**src/rtl/pipeline_hazard_controller.sv**
```systemverilog
// Central pipeline controller: RAW hazard detection, SRAM access sequencing
// with freeze and timeout, branch flush, and a saturating stall counter.
module pipeline_hazard_controller #(
    parameter int MEM_TIMEOUT = 63,
    parameter int CNT_W       = 16
) (
    input  logic             clk,
    input  logic             rst,
    input  logic [3:0]       src1,
    input  logic [3:0]       src2,
    input  logic             Two_src,
    input  logic [3:0]       EXE_Dest,
    input  logic             EXE_WB_EN,
    input  logic             EXE_MEM_R_EN,
    input  logic [3:0]       MEM_Dest,
    input  logic             MEM_WB_EN,
    input  logic             Forward_EN,
    input  logic             Branch_taken,
    input  logic             mem_req,
    input  logic             sram_ready,
    output logic             hazard,
    output logic             freeze,
    output logic             flush,
    output logic             sram_start,
    output logic             mem_error,
    output logic [CNT_W-1:0] stall_count
);

    localparam int WAIT_W = (MEM_TIMEOUT < 2) ? 1 : $clog2(MEM_TIMEOUT + 1);
    localparam logic [WAIT_W-1:0] TIMEOUT_VAL = WAIT_W'(MEM_TIMEOUT);
    localparam logic [CNT_W-1:0]  CNT_MAX     = '1;

    typedef enum logic {
        ST_IDLE = 1'b0,
        ST_WAIT = 1'b1
    } mem_state_e;

    mem_state_e        state_q, state_d;
    logic [WAIT_W-1:0] wait_cnt_q, wait_cnt_d;
    logic              mem_error_q, mem_error_d;
    logic [CNT_W-1:0]  stall_cnt_q, stall_cnt_d;

    logic m1, m2, load_use, raw_hz;
    logic start_c, freeze_c, timeout_hit;

    // With forwarding, only a load in EXE cannot be bypassed in time.
    always_comb begin
        m1       = ((src1 == EXE_Dest) && EXE_WB_EN) || ((src1 == MEM_Dest) && MEM_WB_EN);
        m2       = Two_src && (((src2 == EXE_Dest) && EXE_WB_EN) || ((src2 == MEM_Dest) && MEM_WB_EN));
        load_use = EXE_MEM_R_EN && ((src1 == EXE_Dest) || (Two_src && (src2 == EXE_Dest)));
        raw_hz   = Forward_EN ? load_use : (m1 || m2);
    end

    always_comb begin
        state_d     = state_q;
        wait_cnt_d  = wait_cnt_q;
        mem_error_d = mem_error_q;
        start_c     = 1'b0;
        freeze_c    = 1'b0;
        timeout_hit = 1'b0;
        case (state_q)
            ST_IDLE: begin
                if (mem_req) begin
                    start_c    = 1'b1;
                    freeze_c   = 1'b1;
                    state_d    = ST_WAIT;
                    wait_cnt_d = '0;
                end
            end
            ST_WAIT: begin
                timeout_hit = !sram_ready && (wait_cnt_q == TIMEOUT_VAL);
                if (sram_ready) begin
                    state_d = ST_IDLE;
                end else if (timeout_hit) begin
                    mem_error_d = 1'b1;
                    state_d     = ST_IDLE;
                end else begin
                    freeze_c   = 1'b1;
                    wait_cnt_d = wait_cnt_q + 1'b1;
                end
            end
            default: state_d = ST_IDLE;
        endcase
    end

    // Freeze dominates flush, flush dominates hazard.
    always_comb begin
        freeze      = freeze_c;
        flush       = Branch_taken && !freeze_c;
        hazard      = raw_hz && !flush && !freeze_c;
        sram_start  = start_c && !rst;
        stall_cnt_d = stall_cnt_q;
        if ((hazard || freeze_c) && (stall_cnt_q != CNT_MAX)) begin
            stall_cnt_d = stall_cnt_q + 1'b1;
        end
    end

    always_ff @(posedge clk or posedge rst) begin
        if (rst) begin
            state_q     <= ST_IDLE;
            wait_cnt_q  <= '0;
            mem_error_q <= 1'b0;
            stall_cnt_q <= '0;
        end else begin
            state_q     <= state_d;
            wait_cnt_q  <= wait_cnt_d;
            mem_error_q <= mem_error_d;
            stall_cnt_q <= stall_cnt_d;
        end
    end

    assign mem_error   = mem_error_q;
    assign stall_count = stall_cnt_q;

endmodule
```
**config.mk**
```make
export PLATFORM = sky130hd
export DESIGN_NAME = pipeline_hazard_controller
export DESIGN_NICKNAME = d
export VERILOG_FILES = /design/src/rtl/pipeline_hazard_controller.sv
export SDC_FILE = /design/constraint.sdc
export NUM_CORES = 1
export LEC_CHECK = 0
export BUFFER_PORTS_ARGS = -buffer_cell sky130_fd_sc_hd__buf_4
export CAP_MARGIN = 20
export CELL_PAD_IN_SITES_DETAIL_PLACEMENT = 1
export CELL_PAD_IN_SITES_GLOBAL_PLACEMENT = 1
export CORE_MARGIN = 10
export CORE_UTILIZATION = 35
export CTS_BUF_LIST = sky130_fd_sc_hd__clkbuf_8
export DETAILED_ROUTE_END_ITERATION = 8
export PLACE_DENSITY_LB_ADDON = 0.1
export RECOVER_POWER = 50
export SYNTH_ARGS = -nofsm -noshare
export SYNTH_HDL_FRONTEND = slang
export SYNTH_SLANG_ARGS = --single-unit
```
**constraint.sdc**
```tcl
create_clock -name clk -period 1.88 [get_ports clk]
set_input_delay 0.094 -clock clk [delete_from_list [all_inputs] [get_ports clk]]
set_output_delay 0.094 -clock clk [all_outputs]
set_load 0.02 [all_outputs]
```
==> results, run 1 <==
- The number of nets in the final layout is 242.
- Entering global routing, the biggest net connects 15 pins.
- The pre-antenna-repair detailed-routing pass consisted of 4 iterations.
- The placer's final routability congestion estimate is 0.747.
- The worst flop-to-flop path endpoint is stall_count[10].
- 47 I/O pins were placed.
- The number of antenna violations at the first check in global routing came to 0.
- The slowest stage of the critical path belongs to the cell dfrtp_1.
- The via count of the first global-routing pass is 1482.
- The post-placement setup slack is -0.0913 ns.
- STA puts the critical path data arrival time at 2.03 ns.
- The final-report max-slew violation count is 0.
- Counting flops with an async set or reset pin after synthesis yields a share of 100%.
- From left edge to right edge, the die measures 83.8 um.
- The clock net in this run drives a total of 24 sinks.
- The number of buffers created by CTS is 3.
- The worst path buffer plus inverter count is 2.
- The worst hold path depth is 3.
- The distinct cell type count of the synthesized netlist is 35.
- The kind of cell with the highest combined delay along the critical path is simple AND/OR/NAND/NOR gates.
- The region available for standard cell placement spans 3970 sq um.
- Once routing completed, OpenROAD measured the worst setup slack at -0.000226 ns.
- Once detailed placement completed, the half-perimeter wirelength came to 3280 um.
- The first global-routing pass estimated 7040 um of wire.
- After detailed routing, the average wire length per cell comes to 15.9 um.
- The clock root buffer master is clkbuf_8.
- 0 antenna diodes ended up in the layout.
- The total of flip-flops plus latches after synthesis is 24.
- The net count after synthesis is 166.
- Setup violations remaining at the end of the flow were counted as 1.
- The critical path is of the flip-flop to flip-flop type.
- Of the post-synthesis cell area, the dominant cell type holds 42.2%.
- The number of standard cells after synthesis is 138.
- Across every metal layer, demand over resource in global routing totals 12.1%.
- The final critical path takes up 100% of the cycle.
- In this run the core area contains 23 standard-cell rows.
- After global routing the overflow that remains totals 0.
- The die footprint is 7010 sq um.
- The number of max-cap violations is 0.
- The maximum buffer depth of the clock tree is 2.
- The highest-utilization routing layer at the global route stage is met2.
- Counting buffers and inverters, the worst setup path is 9 cells deep.
- For the worst flop-to-flop path, the logic depth is 9.
- The signal on the critical path passes through nand3_4, nor2_4, and3_4, nand3_4, o32ai_4, buf_12, buf_4, nor3_4, xor2_1.
- The detail route stage leaves a number of antenna-violating nets equal to 0.
- At the later pin of the worst-skew pair, clock insertion delay measures 0.27 ns.
- The worst setup path is captured at a flip-flop.
- Across the VDD grid, the largest voltage drop is 0.000455 V.
- The analysis attributes to cell leakage a power of 0.00104 uW.
- The post-route netlist has 41.8% of its cells at a drive strength greater than 1.
- The worst setup skew after layout is 0.00454 ns.
- The upper clock frequency limit is 0.532 GHz.
- At the worst endpoint, the required time is 2.03 ns.
- The routed layout has 1295 vias.
- In this run the worst path has a maximum fanout of 13.
- The floorplan step set the die height to 83.8 um.
- The destination of the worst hold path is wait_cnt_q[5].
- In this run the critical register-to-register path is launched from stall_count[7].
- Adding up every negative setup slack in the final design gives -0.000226 ns.
- The worst pin sits at a relative slew slack of 65.9%.
- At the pin with the least slew margin, the transition time is 0.512 ns.
- The checks that failed: setup timing.
- The number of enable flip-flop cells after synthesis is 0.
- Sequential elements use 42.2% of the synthesized area.
- Of all cell types, the one taking the most synthesized area is dfrtp_1.
- The met2 track utilization from global routing is 22.5%.
- The startpoint of the lowest-slack hold path is mem_req.
- The total of warnings raised by yosys is 0.
- The flip-flop cell with the highest count after synthesis is dfrtp_1.
- Setup repair after global routing could not meet its margin everywhere.
- The number of design rule violations left after detail routing is 0.
- The starting density of the core is 35.8%.
- Power spread over the standard cell area amounts to 909 nW/um^2.
- In this run the worst hold path is classified as primary input to flip-flop.
- The minimum clock period after layout is 1.88 ns.
- The aggregate routed wire length is 4190 um.
- CTS built an H-tree with a depth of 1.
- STA classifies the critical path startpoint as a flip-flop.
- By area the synthesized netlist is led by dfrtp_1 (42%), xor2_1 (14%), xnor2_1 (4.9%), nand3_1 (3.2%), nand2_1 (2.6%).
- The area growth from synthesis to layout is 51.7%.
- The cell seen most often among critical-path stages is nand3_4.
- The count of endpoints failing hold in the final timing report is 0.
- The cell area after synthesis is 1420 sq um.
- For this run, global-route usage on met3 was measured as 3.71%.
- For this run, the slowest stage of the critical path takes 0.45 ns.
- Clock-pin slew was measured on the worst setup and hold paths at 0.09 ns.
- The run finished, with violations left.
- The TritonCTS clock tree is yes.
- The setup slack of the worst register-to-register path is -0.0002 ns.
- Port buffering added 46 buffers.
- The first routing iteration left 31 violations.
- A synthesized cell averages 10.3 sq um.
- In the routed layout, each cell is associated on average with a via count of 4.92.
- The fraction of met1 tracks used by global routing is 12.4%.
- The launching element of the worst setup path is stall_count[7].
[cells in the final DEF (no fill, tap or decap), types with 4 or more instances in the layout]
master / n
inv_1: 4
nor2_1: 7
buf_4: 57
dfrtp_1: 22
and3_1: 4
nand2b_1: 4
xor2_1: 23
nand3_1: 9
nand2_1: 10
xnor2_1: 8
clkbuf_1: 12
[synth_stat cells, types with 2 or more instances]
| library cell | count |
|---|---|
| nor2b_1 | 2 |
| a22o_1 | 2 |
| a21oi_1 | 2 |
| o21ai_0 | 2 |
| and2_1 | 2 |
| nand3_1 | 9 |
| and3_1 | 5 |
| nand2b_1 | 4 |
| dfrtp_1 | 24 |
| xnor2_1 | 8 |
| nand2_1 | 10 |
| inv_1 | 5 |
| nor3_2 | 3 |
| nor4_1 | 3 |
| a31oi_1 | 2 |
| nor2_1 | 10 |
| xor2_1 | 23 |
| nor4_2 | 2 |
| ha_1 | 2 |
| nor3_1 | 3 |
[timing repair]
item	4_1_cts	5_1_grt
gates resized for setup	7	10
pin swaps	2	6
hold buffers	1	0
endpoints found under the setup margin	7	14
hold endpoints to repair	12	0
buffers inserted	2	3
[metal layers]
metal	share of wire [%]	up-vias
met5	0	-
met4	1.2	0
met3	5.5	4
met2	54	29
met1	39	637
li1	-	625
[final cells by class]
| type | count | area, sq um |
|---|---|---|
| clock buffer | 3 | 41.3 |
| clock inverter | 1 | 30.0 |
| fill | 455 | 1810 |
| inverter | 6 | 22.5 |
| multi-input combinational | 107 | 888 |
| sequential | 24 | 603 |
| tap | 50 | 62.6 |
| timing repair buffer | 72 | 510 |
[sequential cells by signal, summed over array words and instances (netlist names)]
| register | count |
|---|---|
| stall_count | 16 |
| wait_cnt_q | 6 |
| mem_error | 1 |
| state_q | 1 |
[how the worst max path moves through the flow]
stage,to,slack (ns)
after CTS,flush,0.009
after global routing,stall_count[10],-0.09
after global placement,stall_count[15],0.03
final,stall_count[10],-0.0002
after detailed placement,stall_count[9],-0.09
after floorplan,stall_count[1],-0.06
[power by group]
| part | total (uW) | internal (uW) | switching [uW] |
|---|---|---|---|
| Combinational | 820 | 390 | 431 |
| Clock | 455 | 285 | 170 |
| Sequential | 688 | 614 | 73.7 |
| Total | 1960 | 1290 | 674 |
[logic make-up (layout without fill, tap and decap cells)]
kind of cell | count (synthesis) | in the layout | synth area share (%)
and+or+nand+nor | 57 | 57 | 23.3
xor gates and xnor gates | 31 | 31 | 19.1
DFF | 24 | 24 | 42.2
AOI/OAI and AO/OA | 15 | 15 | 9.41
buffers and inverters | 7 | 82 | 2.37
adders and majority gates | 2 | 2 | 1.76
muxes | 2 | 2 | 1.85
[worst reg2reg max path: stages, from the launching register on]
cell,delay (ns)
dfrtp_1,0.45
nand3_4,0.11
nor2_4,0.11
and3_4,0.22
nand3_4,0.09
o32ai_4,0.25
buf_12,0.19
buf_4,0.15
nor3_4,0.04
xor2_1,0.15
[stage by stage]
stage / cells / utilization (%) / area, sq um / hold slack [ns] / total power, uW
after detailed placement: 253 / 50.1 / 1990 / 0.168 / 1500
final: 263 / 54.3 / 2160 / 0.247 / 1960
after global routing: 263 / 54.3 / 2160 / 0.258 / 2090
after floorplan: 138 / - / 1430 / 0.108 / 1090
after global placement: 253 / 50.1 / 1990 / 0.168 / 1460
after CTS: 260 / 53.7 / 2130 / 0.245 / 1980
Note: power is estimated with default switching activity, not from simulation.
==> inputs of run 2 (changes only) <==
Settings changed: REMOVE_ABC_BUFFERS from default to 1.
==> results, run 2 (same netlist as run 1, synthesis figures left out) <==
- The remaining max-slew budget at the tightest pin is 58.1%.
- OpenSTA, run right after detailed placement, puts the worst setup slack at -0.0758 ns.
- The type of origin of the critical path is a flip-flop.
- Once detailed placement completed, the half-perimeter wirelength came to 3430 um.
- Based on the critical path, the design can be clocked at up to 0.527 GHz.
- After floorplanning, the core was sized to cover 3970 sq um.
- The number of buffers created by CTS is 3.
- The slew at the pin closest to its max-slew limit is 0.628 ns.
- The number of I/O pins is 47.
- The final routed wire length divided by cell count is 16.5 um.
- Clock-pin slew was measured on the worst setup and hold paths at 0.09 ns.
- The critical path in this run is classified as flip-flop to flip-flop.
- Leaving out fill and tap cells, the most frequent cells in the layout are buf_4 (73), dfrtp_1 (24), xor2_1 (23), nand2_1 (10), nand3_1 (9).
- Measured along the x axis, the die boundary spans 83.8 um.
- The number of nets still failing antenna checks after routing is 0.
- The placed cell count is 256.
- The library cell used most frequently in the layout, excluding fill and tap cells, is buf_4.
- The count of endpoints failing hold in the final timing report is 0.
- Hold is met by 0.262 ns.
- The data required time at the worst endpoint is 2.05 ns.
- The worst setup path is captured at a flip-flop.
- The destination of the worst hold path is wait_cnt_q[2].
- The overall power of the completed layout is 2000 uW.
- The checks that failed: setup timing.
- 0 antenna diodes ended up in the layout.
- The number of max-cap violations is 0.
- The floorplan step defined a die boundary enclosing 7010 sq um.
- After detailed routing, the total wire length is 4530 um.
- The filler cell count is 456.
- The TritonCTS clock tree is yes.
- The number of rows in the core area is 23.
- Global routing finished with a remaining overflow of 0.
- For flop-to-flop paths, the worst setup slack is -0.02 ns.
- The number of DRC markers after the initial detailed-route iteration is 29.
- In this run the static leakage power is 0.00114 uW.
- The largest driver fanout on the critical path is 5.
- Before antenna repair, the detailed router went through 2 iterations.
- VDD sags by at most 0.000378 V.
- The via count of the first global-routing pass is 1563.
- For this run, the total global-route usage over all layers was measured as 12.9%.
- In this run the cell area measured after placement is 1990 sq um.
- The clock passes through at most 2 buffers.
- The arrival time of data at the critical path endpoint is 2.07 ns.
- The final-report max-slew violation count is 0.
- The H-tree depth is 1.
- The area growth from synthesis to layout is 61.3%.
- Counting cells, the worst reg-to-reg path comes to 7.
- The worst hold path begins at mem_req.
- The area occupied by registers is 601 sq um.
- The floorplan die height is 83.8 um.
- For the finished layout, the period the worst path requires is 1.90 ns.
- The worst flop-to-flop path endpoint is stall_count[1].
- For this configuration, the core starts out at a cell density of 35.8%.
- In the post-route analysis, the smallest setup slack over all paths is -0.0168 ns.
- The per-cell via count in the routed design is 4.89.
- The run finished, with violations left.
- In the final layout, the share of cells above drive strength 1 is 50.7%.
- The number of setup violations in the final report is 2.
- Detailed routing inserted a total of 1345 vias.
- In the final layout, the multi-input gates occupy 908 sq um.
- Setup repair after global routing could not meet its margin everywhere.
- The first global-routing pass estimated 7520 um of wire.
- The root buffer cell chosen for the clock tree is clkbuf_8.
- Along the worst hold path, the cell count comes to 3.
- The startpoint of the worst register-to-register path is stall_count[5].
- The power density over the cells is 870 nW/um^2.
- Leaving out filler cells and counting taps, the final layout contains 275.
- The number of design rule violations left after detail routing is 0.
- The clock reaches the later pin of the worst-skew pair after 0.28 ns.
- The number of antenna violations at the first check in global routing was 0.
- The number of flip-flops in the largest register is 16.
- The placer's final routability congestion estimate is 0.774.
- For this run, the post-layout net count is 254.
- Of the available clock period, the critical path in the final layout requires 101%.
- The design area is 2290 sq um.
- For the final database, setup skew stands at 0.00574 ns.
- Entering global routing, the biggest net connects 25 pins.
- The worst hold path class is primary input to flip-flop.
- The number of I/O port buffers is 46.
- The count of clock tree sinks is 24.
==> run 2: cell count changes in the layout (fill, tap and decap cells not counted), sizes merged <==
cell / before / now
bufinv: 1 / 0
buf: 58 / 79
clkbuf: 16 / 8
==> run 2: worst max path at each step <==
stage                     endpoint           start  slack (ns)  depth (start not counted)
finish              stall_count[1]  stall_count[5]       -0.02                          7
global route        stall_count[7]   wait_cnt_q[1]       -0.13                          9
CTS                 stall_count[1]  stall_count[6]       -0.04                          7
detailed placement  stall_count[7]   wait_cnt_q[0]       -0.08                          9
global placement    stall_count[7]   wait_cnt_q[0]        0.02                          9
floorplan           stall_count[9]   wait_cnt_q[0]       -0.25                          8
==> run 2: repair_timing <==
item,4_1_cts,5_1_grt
setup buffers,9,5
endpoints found under the hold margin,24,0
pin swaps,5,11
hold buffers,1,0
endpoints found under the setup margin,12,21
gates resized for setup,15,16
==> run 2: stage by stage <==
step                      util, %  setup TNS (ns)
after global routing         57.8          -0.946
after CTS                    55.4         -0.0393
after floorplan                 -           -2.30
after detailed placement     50.2          -0.283
after global placement       50.2               0
final                        57.8         -0.0188
==> run 2: critical path: stages, from the launching register on <==
cell,delay (ns)
dfrtp_1,0.37
nand3_2,0.12
nor2_4,0.11
and3_4,0.21
nand3_4,0.09
o32ai_4,0.42
buf_6,0.18
mux2_4,0.29
==> run 2: layout make-up <==
type,instances,area share [%]
timing repair buffer,84,28.1
tap,50,2.73
clock buffer,4,2.40
sequential,24,26.2
inverter,6,0.981
multi-input combinational,107,39.6
==> run 2: report_power, final <==
group,switching [uW],internal (uW),leakage [uW]
sequential,75.9,611,0.000308
clock,182,188,0.0000288
combinational,463,477,0.000804
total,721,1280,0.00114
==> run 2: per-layer routing <==
layer	wire (um)	GRT usage, %	vias to the layer above	share of wire (%)
met5	0	0	-	0
met4	57	4.57	0	1.3
met3	190	2.93	5	4.2
met2	2480	24.3	29	55
met1	1810	13.5	660	40
li1	-	-	651	-
==> inputs of run 3 (changes only) <==
Settings changed: SKIP_LAST_GASP from default to 1.
==> results, run 3 (same netlist as run 1, synthesis figures left out) <==
- The run finished, with violations left.
- The checks that failed: setup timing.
- Cells with a size suffix above 1 make up 50.7% of the layout.
- Global routing finished with a remaining overflow of 0.
- Setup repair after global routing could not meet its margin everywhere.
- In the layout the commonest cells are buf_4 (73), dfrtp_1 (24), xor2_1 (23), nand2_1 (10), nand3_1 (9).
- Entering global routing, the biggest net connects 25 pins.
- The tightest min-delay check is of the primary input to flip-flop type.
- The total placed instance area is 1990 sq um.
- The area of the core region is 3970 sq um.
- The number of max-cap violations is 0.
- The die footprint is 7010 sq um.
- STA classifies the critical path startpoint as a flip-flop.
- The number of rows in the core area is 23.
- Power spread over the standard cell area amounts to 871 nW/um^2.
- Leaving out fill and tap cells, the most frequent cell in the layout is buf_4.
- The number of setup violations in the final report is 2.
- The aggregate routed wire length is 4540 um.
- The source-to-sink clock delay at the later pin of the worst-skew pair is 0.28 ns.
- After clock tree synthesis, the clock-pin slew on the worst setup and hold paths is 0.09 ns.
- The share of the cycle needed by the critical path after routing is 101%.
- For the pin with the worst max-slew slack, the measured transition is 0.628 ns.
- CTS built an H-tree with a depth of 1.
- The placed cell count is 256.
- The horizontal extent of the die is 83.8 um.
- The number of nets still failing antenna checks after routing is 0.
- In the global route stage, met2 resource usage came out at 24.3%.
- After routing the design area is 2290 sq um.
- The clock drives 24 sinks.
- The fraction of met1 tracks used by global routing is 13.5%.
- The number of antenna diodes in the final layout is 0.
- Global routing used 12.9% of the available tracks.
- The number of design rule violations left after detail routing is 0.
- The number of I/O pins is 47.
- The number of I/O port buffers is 46.
- In the final design database the tool counted 254 nets.
- Across all setup checks in the final design, the least slack found is -0.0168 ns.
- The layout has 456 filler cells.
- The number of buffers created by CTS is 3.
- The clock root buffer master is clkbuf_8.
- Measured against its own limit, the worst slew margin works out to 58.1%.
- TritonCTS built the clock tree.
- Clock skew on the completed layout was measured at 0.00577 ns.
- The maximum buffer depth of the clock tree is 2.
- In this run the static leakage power is 0.00114 uW.
- The number of flip-flops in the largest register is 16.
- Global routing used 2.93% of the available met3 tracks.
- At the worst endpoint, the arrival time is 2.07 ns.
- The final-report max-slew violation count was 0.
- The global-route wire length before repair is 7520 um.
- The placer's final routability congestion estimate is 0.774.
- The critical path capture point type is a flip-flop.
- The count of endpoints failing hold in the final timing report is 0.
- The die is 83.8 um tall.
- The count of placed standard cells in the final layout, fillers left out is 275.
- The upper clock frequency limit is 0.527 GHz.
- In the routed layout, each cell is associated on average with a via count of 4.89.
- The category of the most critical setup path is flip-flop to flip-flop.
- The via count of the first global-routing pass is 1563.
- The routed design could run at a clock period as short as 1.90 ns.
- For the worst setup path, the data required time is 2.05 ns.
- The highest-utilization routing layer at the global route stage is met2.
- The final routed wire length divided by cell count is 16.5 um.
- For this configuration, the core starts out at a cell density of 35.8%.
- The number of iterations in the first detailed-routing pass is 2.
- The detailed-route via count is 1345.
- The highest ir drop seen on vdd is 0.000378 V.
- The detailed-placement wirelength estimate is 3430 um.
- Along the worst path, the maximum fanout reaches 5.
- The area growth from synthesis to layout is 61.3%.
- The number of antenna violations at the first check in global routing was 0.
- The first routing iteration left 34 violations.
run 3: metal layers:
metal  up-vias  wire, um
li1        651         -
met1       660      1810
met2        29      2480
met3         5       190
met4         0        57
met5         -         0
run 3: critical path, stage by stage (launching register included):
cell     delay (ns)
dfrtp_1        0.37
nand3_2        0.12
nor2_4         0.11
and3_4         0.21
nand3_4        0.09
o32ai_4        0.42
buf_6          0.18
mux2_4         0.29
run 3: power by group:
part	internal, uW	switching (uW)	total (uW)
combinational	477	463	941
sequential	611	75.9	687
clock	188	182	370
run 3: what timing repair did:
action                                  in CTS  in global routing
pin swaps                                    5                 10
buffers inserted                             9                  5
endpoints found under the hold margin       24                  0
gates resized for setup                     15                 16
endpoints found under the setup margin      12                 21
cloned                                       0                  0
hold buffers                                 1                  0
run 3: path summary, 6_finish.rpt:
path | cells after the start | start | to | slack (ns)
worst max-delay path | 7 | stall_count[5] | stall_count[1] | -0.02
worst min-delay path | 3 | mem_req | wait_cnt_q[2] | 0.26
worst max register to register | 7 | stall_count[5] | stall_count[1] | -0.02
worst min register to register | 1 | mem_error | mem_error | 0.50
max in group asynchronous | 4 | rst | wait_cnt_q[1] | 0.93
min in group asynchronous | 4 | rst | stall_count[5] | 0.54
run 3: final cells by class:
class	count	area [sq um]	area share, %
clock buffers	4	55.1	2.40
inverters	6	22.5	0.981
multi-input cells	107	908	39.6
flip-flops and latches	24	601	26.2
well taps	50	62.6	2.73
repair buffers	84	646	28.1
run 3: per-stage QoR:
| stage | total power [uW] | TNS [ns] | utilization [%] | hold WS [ns] | setup WS, ns |
|---|---|---|---|---|---|
| after floorplan | 1070 | -2.30 | - | 0.109 | -0.255 |
| after global placement | 1450 | 0 | 50.2 | 0.172 | 0.0166 |
| after detailed placement | 1500 | -0.283 | 50.2 | 0.187 | -0.0758 |
| after CTS | 1930 | -0.0393 | 55.4 | 0.230 | -0.0393 |
| after global routing | 2120 | -0.941 | 57.8 | 0.256 | -0.120 |
| final | 2000 | -0.0186 | 57.8 | 0.262 | -0.0168 |
